**config.mk**
```make
export PLATFORM = sky130hd
export DESIGN_NAME = outport_seg7_driver_flat
export DESIGN_NICKNAME = d
export VERILOG_FILES = /design/src/rtl/io_pkg.sv /design/src/rtl/outport_seg7_driver_if.sv /design/src/rtl/hex_to_seg7.sv /design/src/rtl/outport_seg7_driver.sv /design/src/flat_wrapper.sv
export SDC_FILE = /design/constraint.sdc
export NUM_CORES = 1
export LEC_CHECK = 0
export ABC_AREA = 1
export BUFFER_PORTS_ARGS = -buffer_cell sky130_fd_sc_hd__buf_4
export CAP_MARGIN = 15
export CORE_AREA = 2 2 96 98
export DETAILED_ROUTE_END_ITERATION = 8
export DIE_AREA = 0 0 98 100
export GPL_ROUTABILITY_DRIVEN = 0
export PLACE_DENSITY = 0.74
export SYNTH_ARGS = -nofsm -noshare
export SYNTH_HDL_FRONTEND = slang
export SYNTH_SLANG_ARGS = --single-unit
```
**constraint.sdc**
```tcl
create_clock -name clk -period 1.9 [get_ports clk]
set_input_delay 0.38 -clock clk [delete_from_list [all_inputs] [get_ports clk]]
set_output_delay 0.38 -clock clk [all_outputs]
set_load 0.01 [all_outputs]
```
**src/rtl/io_pkg.sv**
```systemverilog
// Shared constants for the output-port 7-segment display driver.
//   HEX_SEG7 : active-high glyph table, bit 0 = segment a ... bit 6 = segment g
//   ST_*     : scan FSM state encoding
package io_pkg;

    localparam int unsigned SEG_W = 7;

    // Hex glyphs 0-F; b and d are lowercase so they are distinct from 8 and 0.
    localparam logic [SEG_W-1:0] HEX_SEG7 [16] = '{
        7'h3F, 7'h06, 7'h5B, 7'h4F,
        7'h66, 7'h6D, 7'h7D, 7'h07,
        7'h7F, 7'h6F, 7'h77, 7'h7C,
        7'h39, 7'h5E, 7'h79, 7'h71
    };

    localparam logic [0:0] ST_BLANK = 1'b0;
    localparam logic [0:0] ST_SHOW  = 1'b1;

endpackage

```
**src/rtl/outport_seg7_driver_if.sv**
```systemverilog
// Port bundle between the CPU-side output port and the display driver.
//   outport_in : CPU OUTPORTout value        run    : CPU run flag
//   freeze     : hold the displayed value    seg    : segments a..g (seg[0]=a)
//   dp         : decimal point               an     : digit enables, an[0] rightmost
//   upd_pulse  : one-cycle new-value strobe
interface outport_seg7_driver_if #(
    parameter int unsigned DIGITS = 8
);
    logic [31:0]       outport_in;
    logic              run;
    logic              freeze;
    logic [6:0]        seg;
    logic              dp;
    logic [DIGITS-1:0] an;
    logic              upd_pulse;

    modport master (
        output outport_in, run, freeze,
        input  seg, dp, an, upd_pulse
    );

    modport slave (
        input  outport_in, run, freeze,
        output seg, dp, an, upd_pulse
    );
endinterface

```
**src/rtl/hex_to_seg7.sv**
```systemverilog
// Combinational hex nibble to active-high 7-segment glyph lookup.
//   nibble_i : 4-bit value     seg_c : segments a..g, bit 0 = a
module hex_to_seg7
    import io_pkg::*;
(
    input  logic [3:0]       nibble_i,
    output logic [SEG_W-1:0] seg_c
);

    assign seg_c = HEX_SEG7[nibble_i];

endmodule

```
**src/rtl/outport_seg7_driver.sv**
```systemverilog
// Captures the CPU output port value and scans it as hex digits onto a
// multiplexed 7-segment display, with a new-value strobe and a run
// heartbeat on digit 0's decimal point.
//   clk   : system clock (shared with CPU)
//   reset : asynchronous active-low reset
//   bus   : slave side of outport_seg7_driver_if (outport_in/run/freeze in,
//           seg/dp/an/upd_pulse out, all outputs registered)
module outport_seg7_driver
    import io_pkg::*;
#(
    parameter int unsigned DIGITS         = 8,
    parameter int unsigned REFRESH_DIV    = 50000,
    parameter int unsigned LEADING_BLANK  = 1,
    parameter int unsigned SEG_ACTIVE_LOW = 1
) (
    input  logic                  clk,
    input  logic                  reset,
    outport_seg7_driver_if.slave  bus
);

    localparam int unsigned DW     = 4 * DIGITS;
    localparam int unsigned DIDX_W = (DIGITS > 1) ? $clog2(DIGITS) : 1;
    localparam int unsigned PW     = $clog2(REFRESH_DIV);
    localparam int unsigned SH_W   = DIDX_W + 2;

    // Pin-level "off" values; XOR with these converts active-high to pin polarity.
    localparam logic [DIGITS-1:0] AN_OFF  = (SEG_ACTIVE_LOW != 0) ? {DIGITS{1'b1}} : {DIGITS{1'b0}};
    localparam logic [SEG_W-1:0]  SEG_OFF = (SEG_ACTIVE_LOW != 0) ? {SEG_W{1'b1}} : {SEG_W{1'b0}};
    localparam logic              DP_OFF  = (SEG_ACTIVE_LOW != 0);

    logic [31:0]       shown_q,  shown_d;
    logic              upd_q,    upd_d;
    logic [PW-1:0]     presc_q,  presc_d;
    logic [DIDX_W-1:0] digit_q,  digit_d;
    logic [0:0]        state_q,  state_d;
    logic [SEG_W-1:0]  seg_q,    seg_d;
    logic [DIGITS-1:0] an_q,     an_d;
    logic              dp_q,     dp_d;

    logic [DW-1:0]     disp_c;
    logic [SH_W-1:0]   shift_c;
    logic [3:0]        nibble_c;
    logic [SEG_W-1:0]  glyph_c;
    logic              blank_c;
    logic              tc_c;

    // Glyph lookup for the nibble of the digit being driven.
    hex_to_seg7 u_hex (
        .nibble_i (nibble_c),
        .seg_c    (glyph_c)
    );

    // Capture, prescaler and digit index next-state.
    always_comb begin
        shown_d = bus.freeze ? shown_q : bus.outport_in;
        upd_d   = !bus.freeze && (bus.outport_in != shown_q);
        tc_c    = (presc_q == PW'(REFRESH_DIV - 1));
        presc_d = tc_c ? '0 : presc_q + PW'(1);
        digit_d = digit_q;
        if (tc_c) begin
            digit_d = (digit_q == DIDX_W'(DIGITS - 1)) ? '0 : digit_q + DIDX_W'(1);
        end
    end

    // Digit data uses the value being captured this edge, giving 1-clock latency.
    always_comb begin
        disp_c   = shown_d[DW-1:0];
        shift_c  = {digit_q, 2'b00};
        nibble_c = 4'(disp_c >> shift_c);
        // Leading blank: this digit and every digit above it are zero.
        blank_c  = (LEADING_BLANK != 0) && (digit_q != '0) && ((disp_c >> shift_c) == '0);
    end

    // Scan FSM next-state and registered-output next values.
    always_comb begin
        state_d = state_q;
        an_d    = AN_OFF;
        seg_d   = SEG_OFF;
        dp_d    = DP_OFF;
        case (state_q)
            ST_BLANK: begin
                // One all-off cycle per slot suppresses ghosting between digits.
                state_d = ST_SHOW;
            end
            ST_SHOW: begin
                if (tc_c) begin
                    state_d = ST_BLANK;
                end
                an_d  = (DIGITS'(1) << digit_q) ^ AN_OFF;
                seg_d = (blank_c ? '0 : glyph_c) ^ SEG_OFF;
                dp_d  = (bus.run && (digit_q == '0)) ^ DP_OFF;
            end
            default: state_d = ST_BLANK;
        endcase
    end

    // State and output registers.
    always_ff @(posedge clk or negedge reset) begin
        if (!reset) begin
            shown_q <= '0;
            upd_q   <= 1'b0;
            presc_q <= '0;
            digit_q <= '0;
            state_q <= ST_BLANK;
            seg_q   <= SEG_OFF;
            an_q    <= AN_OFF;
            dp_q    <= DP_OFF;
        end else begin
            shown_q <= shown_d;
            upd_q   <= upd_d;
            presc_q <= presc_d;
            digit_q <= digit_d;
            state_q <= state_d;
            seg_q   <= seg_d;
            an_q    <= an_d;
            dp_q    <= dp_d;
        end
    end

    assign bus.seg       = seg_q;
    assign bus.an        = an_q;
    assign bus.dp        = dp_q;
    assign bus.upd_pulse = upd_q;

endmodule

```
**src/flat_wrapper.sv**
```systemverilog
// flat-port wrapper written by rule: the top's interface ports become plain ports
module outport_seg7_driver_flat import io_pkg::*;
#(
    parameter int unsigned DIGITS         = 8,
    parameter int unsigned REFRESH_DIV    = 50000,
    parameter int unsigned LEADING_BLANK  = 1,
    parameter int unsigned SEG_ACTIVE_LOW = 1
)
  (clk, reset, bus_outport_in, bus_run, bus_freeze, bus_seg, bus_dp, bus_an, bus_upd_pulse);
  outport_seg7_driver_if #(.DIGITS(DIGITS)) bus_i ();
  input  logic clk;
  input  logic reset;
  input wire logic [$bits(bus_i.outport_in)-1:0] bus_outport_in;
  input wire logic [$bits(bus_i.run)-1:0] bus_run;
  input wire logic [$bits(bus_i.freeze)-1:0] bus_freeze;
  output wire logic [$bits(bus_i.seg)-1:0] bus_seg;
  output wire logic [$bits(bus_i.dp)-1:0] bus_dp;
  output wire logic [$bits(bus_i.an)-1:0] bus_an;
  output wire logic [$bits(bus_i.upd_pulse)-1:0] bus_upd_pulse;
  assign bus_i.outport_in = bus_outport_in;
  assign bus_i.run = bus_run;
  assign bus_i.freeze = bus_freeze;
  assign bus_seg = bus_i.seg;
  assign bus_dp = bus_i.dp;
  assign bus_an = bus_i.an;
  assign bus_upd_pulse = bus_i.upd_pulse;
  outport_seg7_driver #(.DIGITS(DIGITS), .REFRESH_DIV(REFRESH_DIV), .LEADING_BLANK(LEADING_BLANK), .SEG_ACTIVE_LOW(SEG_ACTIVE_LOW)) u_core (.clk(clk), .reset(reset), .bus(bus_i));
endmodule
```
==> results of run 1 <==
## area by class of cell
type / instances / area, sq um / share of cell area
clock buffers: 12 / 178 / 0.0303
well taps: 111 / 139 / 0.0236
flip-flops and latches: 69 / 1750 / 0.298
clock inverters: 4 / 51.3 / 0.00873
multi-input cells: 445 / 2450 / 0.417
inverters: 84 / 329 / 0.0560
repair buffers: 118 / 980 / 0.167
## registers in the layout, indices dropped and copies added, names as in the netlist
register and cells:
u_core.bus.an 8, u_core.bus.dp 1, u_core.bus.seg 7, u_core.bus.upd_pulse 1, u_core.digit_q 3, u_core.presc_q 16
u_core.shown_q 32, u_core.state_q 1
## routing by layer
| metal | routed length [microns] | part of all wire |
|---|---|---|
| met1 | 4700 | 0.41 |
| met2 | 6060 | 0.52 |
| met3 | 498 | 0.043 |
| met4 | 310 | 0.027 |
| met5 | 0 | 0 |
## layout by cell type (no fill, tap or decap), types with 3 or more instances in the layout
master       n
o21ai_2      6
a21oi_1     10
dfstp_2     16
nor2_1      38
nand3_1     65
clkbuf_8     9
xnor2_1     23
nand4_1      8
nand2_2     25
clkbuf_16    3
buf_6        3
o21ai_0     13
buf_12       5
ha_1        10
nand2_1    179
dfrtp_1     52
nand2_4      8
inv_1       79
buf_4      108
o21ai_1      6
xor2_1       8
nor3_1       9
nand3_2     13
and2_1       4
## worst min path at each step
stage	to	slack, ns	depth (start not counted)
floorplan	u_core.bus.upd_pulse$_DFF_PN0_	0.08	0
global placement	u_core.shown_q[21]$_DFF_PN0_	0.36	1
detailed placement	u_core.shown_q[21]$_DFF_PN0_	0.36	1
CTS	u_core.bus.dp$_DFF_PN1_	0.15	2
global route	u_core.bus.dp$_DFF_PN1_	0.15	2
finish	u_core.bus.dp$_DFF_PN1_	0.16	2
## through the flow
stage	total power, mW	instances	instance area, sq um	TNS (ns)	util
3_3_place_gp	2.35	817	5390	-1.80	0.606
6_report	3.78	843	5870	-0.771	0.661
5_1_grt	3.96	843	5870	-1.96	0.661
2_1_floorplan	2.07	618	4550	-1.02	-
4_1_cts	3.76	838	5700	-0.629	0.641
3_5_place_dp	2.37	817	5390	-2.09	0.606
## worst max-delay path: cells and delay by family (launching register included)
kind | cells | cell delay, ns
flops | 1 | 0.42
compound gates | 3 | 0.25
fa+ha+maj | 1 | 0.13
simple gates | 9 | 0.85
buf+inv | 3 | 0.30
## power breakdown
group          total (mW)  leakage [nW]  internal [mW]  switching, mW
logic               0.779          2.17          0.355          0.424
clock network        1.38         0.113          0.769          0.611
registers            1.63         0.810           1.57         0.0566
## cells by family (layout without fill, tap and decap cells)
| group | after synthesis | after routing | share of synthesized area |
|---|---|---|---|
| flip-flops | 69 | 69 | 0.388 |
| AND/OR/NAND/NOR | 358 | 358 | 0.356 |
| XOR/XNOR | 31 | 31 | 0.0603 |
| buffers and inverters | 104 | 218 | 0.105 |
| adder cells (fa/ha/maj) | 13 | 13 | 0.0362 |
| AO/OA/AOI/OAI | 43 | 43 | 0.0542 |
## timing repair
item	CTS	global route
hold endpoints to repair	25	0
endpoints found under the setup margin	7	8
gates resized for setup	14	30
gates cloned	0	1
pin swaps	12	13
hold buffers	1	0
buffers inserted	4	4
==> results.cfg, run 1 <==
[sta]
worstMarginPinSlew_ns = 0.456
relSlewSlack = 0.696
worst_slack_ns = -0.131
slew_violations = 0
fmax_mhz = 492
rsz0062_at_grt = yes
holdWs_ns = 0.157
final-hold-violation-count = 0
skew_ns = 0.0103
finalSetupViolations = 7
period_share = 1.07
period_minus_slack_ns = 2.03

[synth]
yosysWarningCount = 0
ys_types = 37
ys_seq_area_frac = 0.388
yosys.area.top_type = dfrtp_1
netlist_instances = 618
yosysMostFrequentCell = nand2_1
ys_top_cells_by_area = dfrtp_1 (29%), nand2_1 (17%), dfstp_2 (9.3%)
avgSynthCellArea_sq_um = 7.28
synth_seq_cells = 69
syn_nets = 667
synth_area_sq_um = 4500
synth_edf_count = 0
yosysTopAreaCellShare = 0.295
synth-main-ff-cell = dfrtp_1
synth_common_cells = nand2_1 (202), inv_1 (82), nand3_1 (72)
synth-async-reset-ratio = 1.00

[clocking]
h-tree-depth = 3
root_buffer = clkbuf_8
cts.clk_slew.worst_paths_ns = 0.08
numCtsBuffers = 9
cts_buffer_depth = 2
cts.sinks = 69
cts_tree = yes
clk_latency_ns = 0.37

[global_routing]
first_global_vias = 4234
grt_util_met3 = 0.0460
grt_use_total = 0.241
antenna_found_initial = 0
grtUsageMet2 = 0.431
grt_max_degree = 39
grt_overflow_total = 0
grt_pass1_wl_mm = 19.1
met1_usage = 0.284
grt-busiest-layer = met2

[worst_hold_path]
hold_path.class = in -> reg
min-delay-start = bus_run

[worst_setup_path]
crit_type = reg -> reg
worst-path-max-fanout = 7
max_stage_delay_ns = 0.42
reg2regPathDepth = 16
crit_path_cell_trace = clkinv_4 -> clkbuf_16 -> nand2_4 -> o21ai_4 -> nand2_2 -> nand3_2 -> nand2_2 -> ha_4 -> inv_2 -> nor2_1 -> o21ai_1 -> a21oi_1 -> nand2_1 -> nor2_2 -> nand3_4 -> nand2_1
cp-endpoint = u_core.bus.seg[5]$_DFF_PN1_
endpoint_kind = register
r2r-start = u_core.digit_q[0]$_DFFE_PN0N_
r2r_slack_ns = -0.13
reg2reg_to = u_core.bus.seg[5]$_DFF_PN1_
cp_data_required_time_ns = 2.20
cp.arrival_ns = 2.34
startpoint_type = register
cpMaxStageDelayCell = dfrtp_2
setup.worst_path.start = u_core.digit_q[0]$_DFFE_PN0N_

[flow_run]
max-cap-violations = 0

[route]
routedWlPerCell_microns = 13.7
drt_first_pass_iters = 5
routed_wl_mm = 11.6
drc = 0
drtIter0Drc = 204
dr_total_vias = 4397
via_per_inst = 5.22
ant_nets = 0

[power_and_ir_drop]
peakVddDrop_mv = 0.288
p_per_area_nw_per_um2 = 644
leakagePower_nw = 3.09

[place]
io_buffers = 52
dp_hpwl_mm = 8.23
pre_cts_slack_ns = -0.319

[outcome]
outcome = finished with violations
violations = setup timing

[die]
ios = 53
placementRows = 35
die_w_microns = 98
fp.dieArea_sq_um = 9800
coreArea_sq_um = 8890
initial_core_util = 0.506
die_h_microns = 100

[finish]
n_fill_cell = 735
drive_gt1_frac = 0.298
syn_to_final_growth_pct = 30.5
nets = 776
diodes = 0
Power figures use the tool's default switching activity.
==> inputs of run 2 (changes only) <==
Settings changed: CORE_AREA 2 2 96 98 to 2 2 103 105, DIE_AREA 0 0 98 100 to 0 0 105 107, PLACE_DENSITY 0.74 to 0.65.
==> run 2 against run 1 <==
Compared with the run above: the run still ends with setup timing left; clock power about the same; first-iteration DRC count down 11%; design area shrank 0.68%; die area up 15%; count of clock-buffer cells in the layout shrank 2; combinational power shrank 2%; routed wire length is 2.3% lower; sequential share of layout area rose by 0.20 points.
==> results.cfg, run 2 (synthesized netlist as in run 1, its figures left out) <==
[die]
placementRows = 37
fp.dieArea_sq_um = 11200
coreArea_sq_um = 10100
die_w_microns = 105
initial_core_util = 0.446
ios = 53
die_h_microns = 107

[flow_run]
max-cap-violations = 0

[route]
routedWlPerCell_microns = 13.0
via_per_inst = 4.96
routed_wl_mm = 11.3
drtIter0Drc = 181
dr_total_vias = 4316
drt_first_pass_iters = 5
ant_nets = 0
drc = 0

[worst_setup_path]
worst-path-max-fanout = 7
cp_data_required_time_ns = 2.21
r2r_slack_ns = -0.07
cp_common_cell = nand2_1
reg2regPathDepth = 16
crit_type = reg -> reg
crit_family = simple AND/OR/NAND/NOR gates
reg2reg_to = u_core.bus.seg[1]$_DFF_PN1_
crit_path_cell_trace = clkinv_4 -> buf_6 -> nand2_2 -> o21ai_2 -> nand2_1 -> nand3_2 -> nand2_4 -> ha_4 -> inv_2 -> nor2_2 -> o21ai_1 -> a21oi_1 -> nand2_1 -> nor2_2 -> nand3_4 -> nand2_1
max_stage_delay_ns = 0.46
cpMaxStageDelayCell = dfrtp_2
setup.worst_path.start = u_core.digit_q[0]$_DFFE_PN0N_
r2r-start = u_core.digit_q[0]$_DFFE_PN0N_
cp.arrival_ns = 2.28
endpoint_kind = register
startpoint_type = register
path_buf_inv = 3

[place]
dp_hpwl_mm = 8.57
io_buffers = 52

[power_and_ir_drop]
p_per_area_nw_per_um2 = 640
p_sw_frac = 0.288
power_switching_mw = 1.08
comb_power_share = 0.204
leakagePower_nw = 3.07
peakVddDrop_mv = 0.273
clkPwrFrac = 0.361
p_int_mw = 2.66
power.share.sequential = 0.435

[worst_hold_path]
hold_path.class = in -> reg
whs_path_depth = 2
whs_endpoint = u_core.bus.dp$_DFF_PN1_
min-delay-start = bus_run

[clocking]
clk_latency_ns = 0.37
numCtsBuffers = 9
root_buffer = clkbuf_8
h-tree-depth = 3
cts.sinks = 69
cts_buffer_depth = 2
cts.clk_slew.worst_paths_ns = 0.08
cts_tree = yes

[global_routing]
antenna_found_initial = 0
grt_max_degree = 37
grt_overflow_total = 0
grt_use_total = 0.218
first_global_vias = 4378
grt_pass1_wl_mm = 19.6

[sta]
skew_ns = 0.00538
period_minus_slack_ns = 1.97
period_share = 1.03
relSlewSlack = 0.696
fmax_mhz = 509
final-hold-violation-count = 0
slew_violations = 0
worst_slack_ns = -0.0652
rsz0062_at_grt = yes
finalSetupViolations = 7
worstMarginPinSlew_ns = 0.456
holdWs_ns = 0.174

[finish]
syn_to_final_growth_pct = 29.6
drive_gt1_frac = 0.288
n_fill_cell = 955
layout_commonest_cell = nand2_1
nets = 779
final_util = 0.578
regMostFlops = u_core.shown_q
diodes = 0
final_cell_mix = nand2_1 (185), buf_4 (113), inv_1 (81)
largest_register_ffs = 32

[outcome]
outcome = finished with violations
violations = setup timing
## run 2: changes by cell type in the layout (fill, tap and decap cells not counted), moves of 2 or more
cell / previous run / this run
clkbuf_16: 3 / 0
inv_1: 79 / 81
nand2_1: 179 / 185
nand3_2: 13 / 16
buf_12: 5 / 3
nand2_4: 8 / 5
nand2_2: 25 / 22
nand3_1: 65 / 63
buf_4: 108 / 113
## run 2: cell type report
class	count	area, sq um	share of cell area
clock buffers	10	128	0.0219
repair buffers	120	952	0.163
multi-input cells	445	2410	0.414
well taps	136	170	0.0292
repair inverters	1	7.51	0.00129
flip-flops and latches	69	1750	0.300
clock inverters	6	87.6	0.0150
inverters	84	325	0.0558
## run 2: metrics by stage
step	total power, mW	area, sq um	instances	setup slack (ns)	setup TNS (ns)
floorplan	2.07	4550	618	-0.147	-1.02
global placement	2.37	5450	847	-0.251	-1.74
detailed placement	2.39	5450	847	-0.293	-2.00
CTS	3.76	5770	870	-0.0558	-0.348
global route	3.92	5830	871	-0.197	-1.31
finish	3.73	5830	871	-0.0652	-0.436
## run 2: worst max path at each step
stage	endpoint	slack, ns	cells after the start
floorplan	u_core.bus.seg[0]$_DFF_PN1_	-0.15	18
CTS	u_core.bus.seg[4]$_DFF_PN1_	-0.06	16
detailed placement	u_core.bus.seg[4]$_DFF_PN1_	-0.29	16
finish	u_core.bus.seg[1]$_DFF_PN1_	-0.07	16
global route	u_core.bus.seg[5]$_DFF_PN1_	-0.20	16
global placement	u_core.bus.seg[6]$_DFF_PN1_	-0.25	16
## run 2: what timing repair did
item                                    CTS  global route
hold buffers                              1             0
gates resized for setup                  13            20
setup buffers                             4             1
hold endpoints to repair                  9             0
pin swaps                                 1             2
cloned                                    2             0
endpoints found under the setup margin    7             8
## run 2: metal layers
layer  vias to the layer above  share of wire  track usage
li1                       2160              -            -
met2                        91           0.50        0.387
met1                      2037           0.44        0.259
met4                         0          0.030        0.105
met3                        28          0.030       0.0316
met5                         -              0            0
## run 2: power by group through the flow
stage / registers [mW] / clock network [mW] / logic (mW)
after floorplan: 1.66 / 0 / 0.416
after global placement: 1.65 / 0 / 0.725
after detailed placement: 1.65 / 0 / 0.739
after CTS: 1.62 / 1.38 / 0.755
after global routing: 1.63 / 1.44 / 0.852
final: 1.62 / 1.35 / 0.760
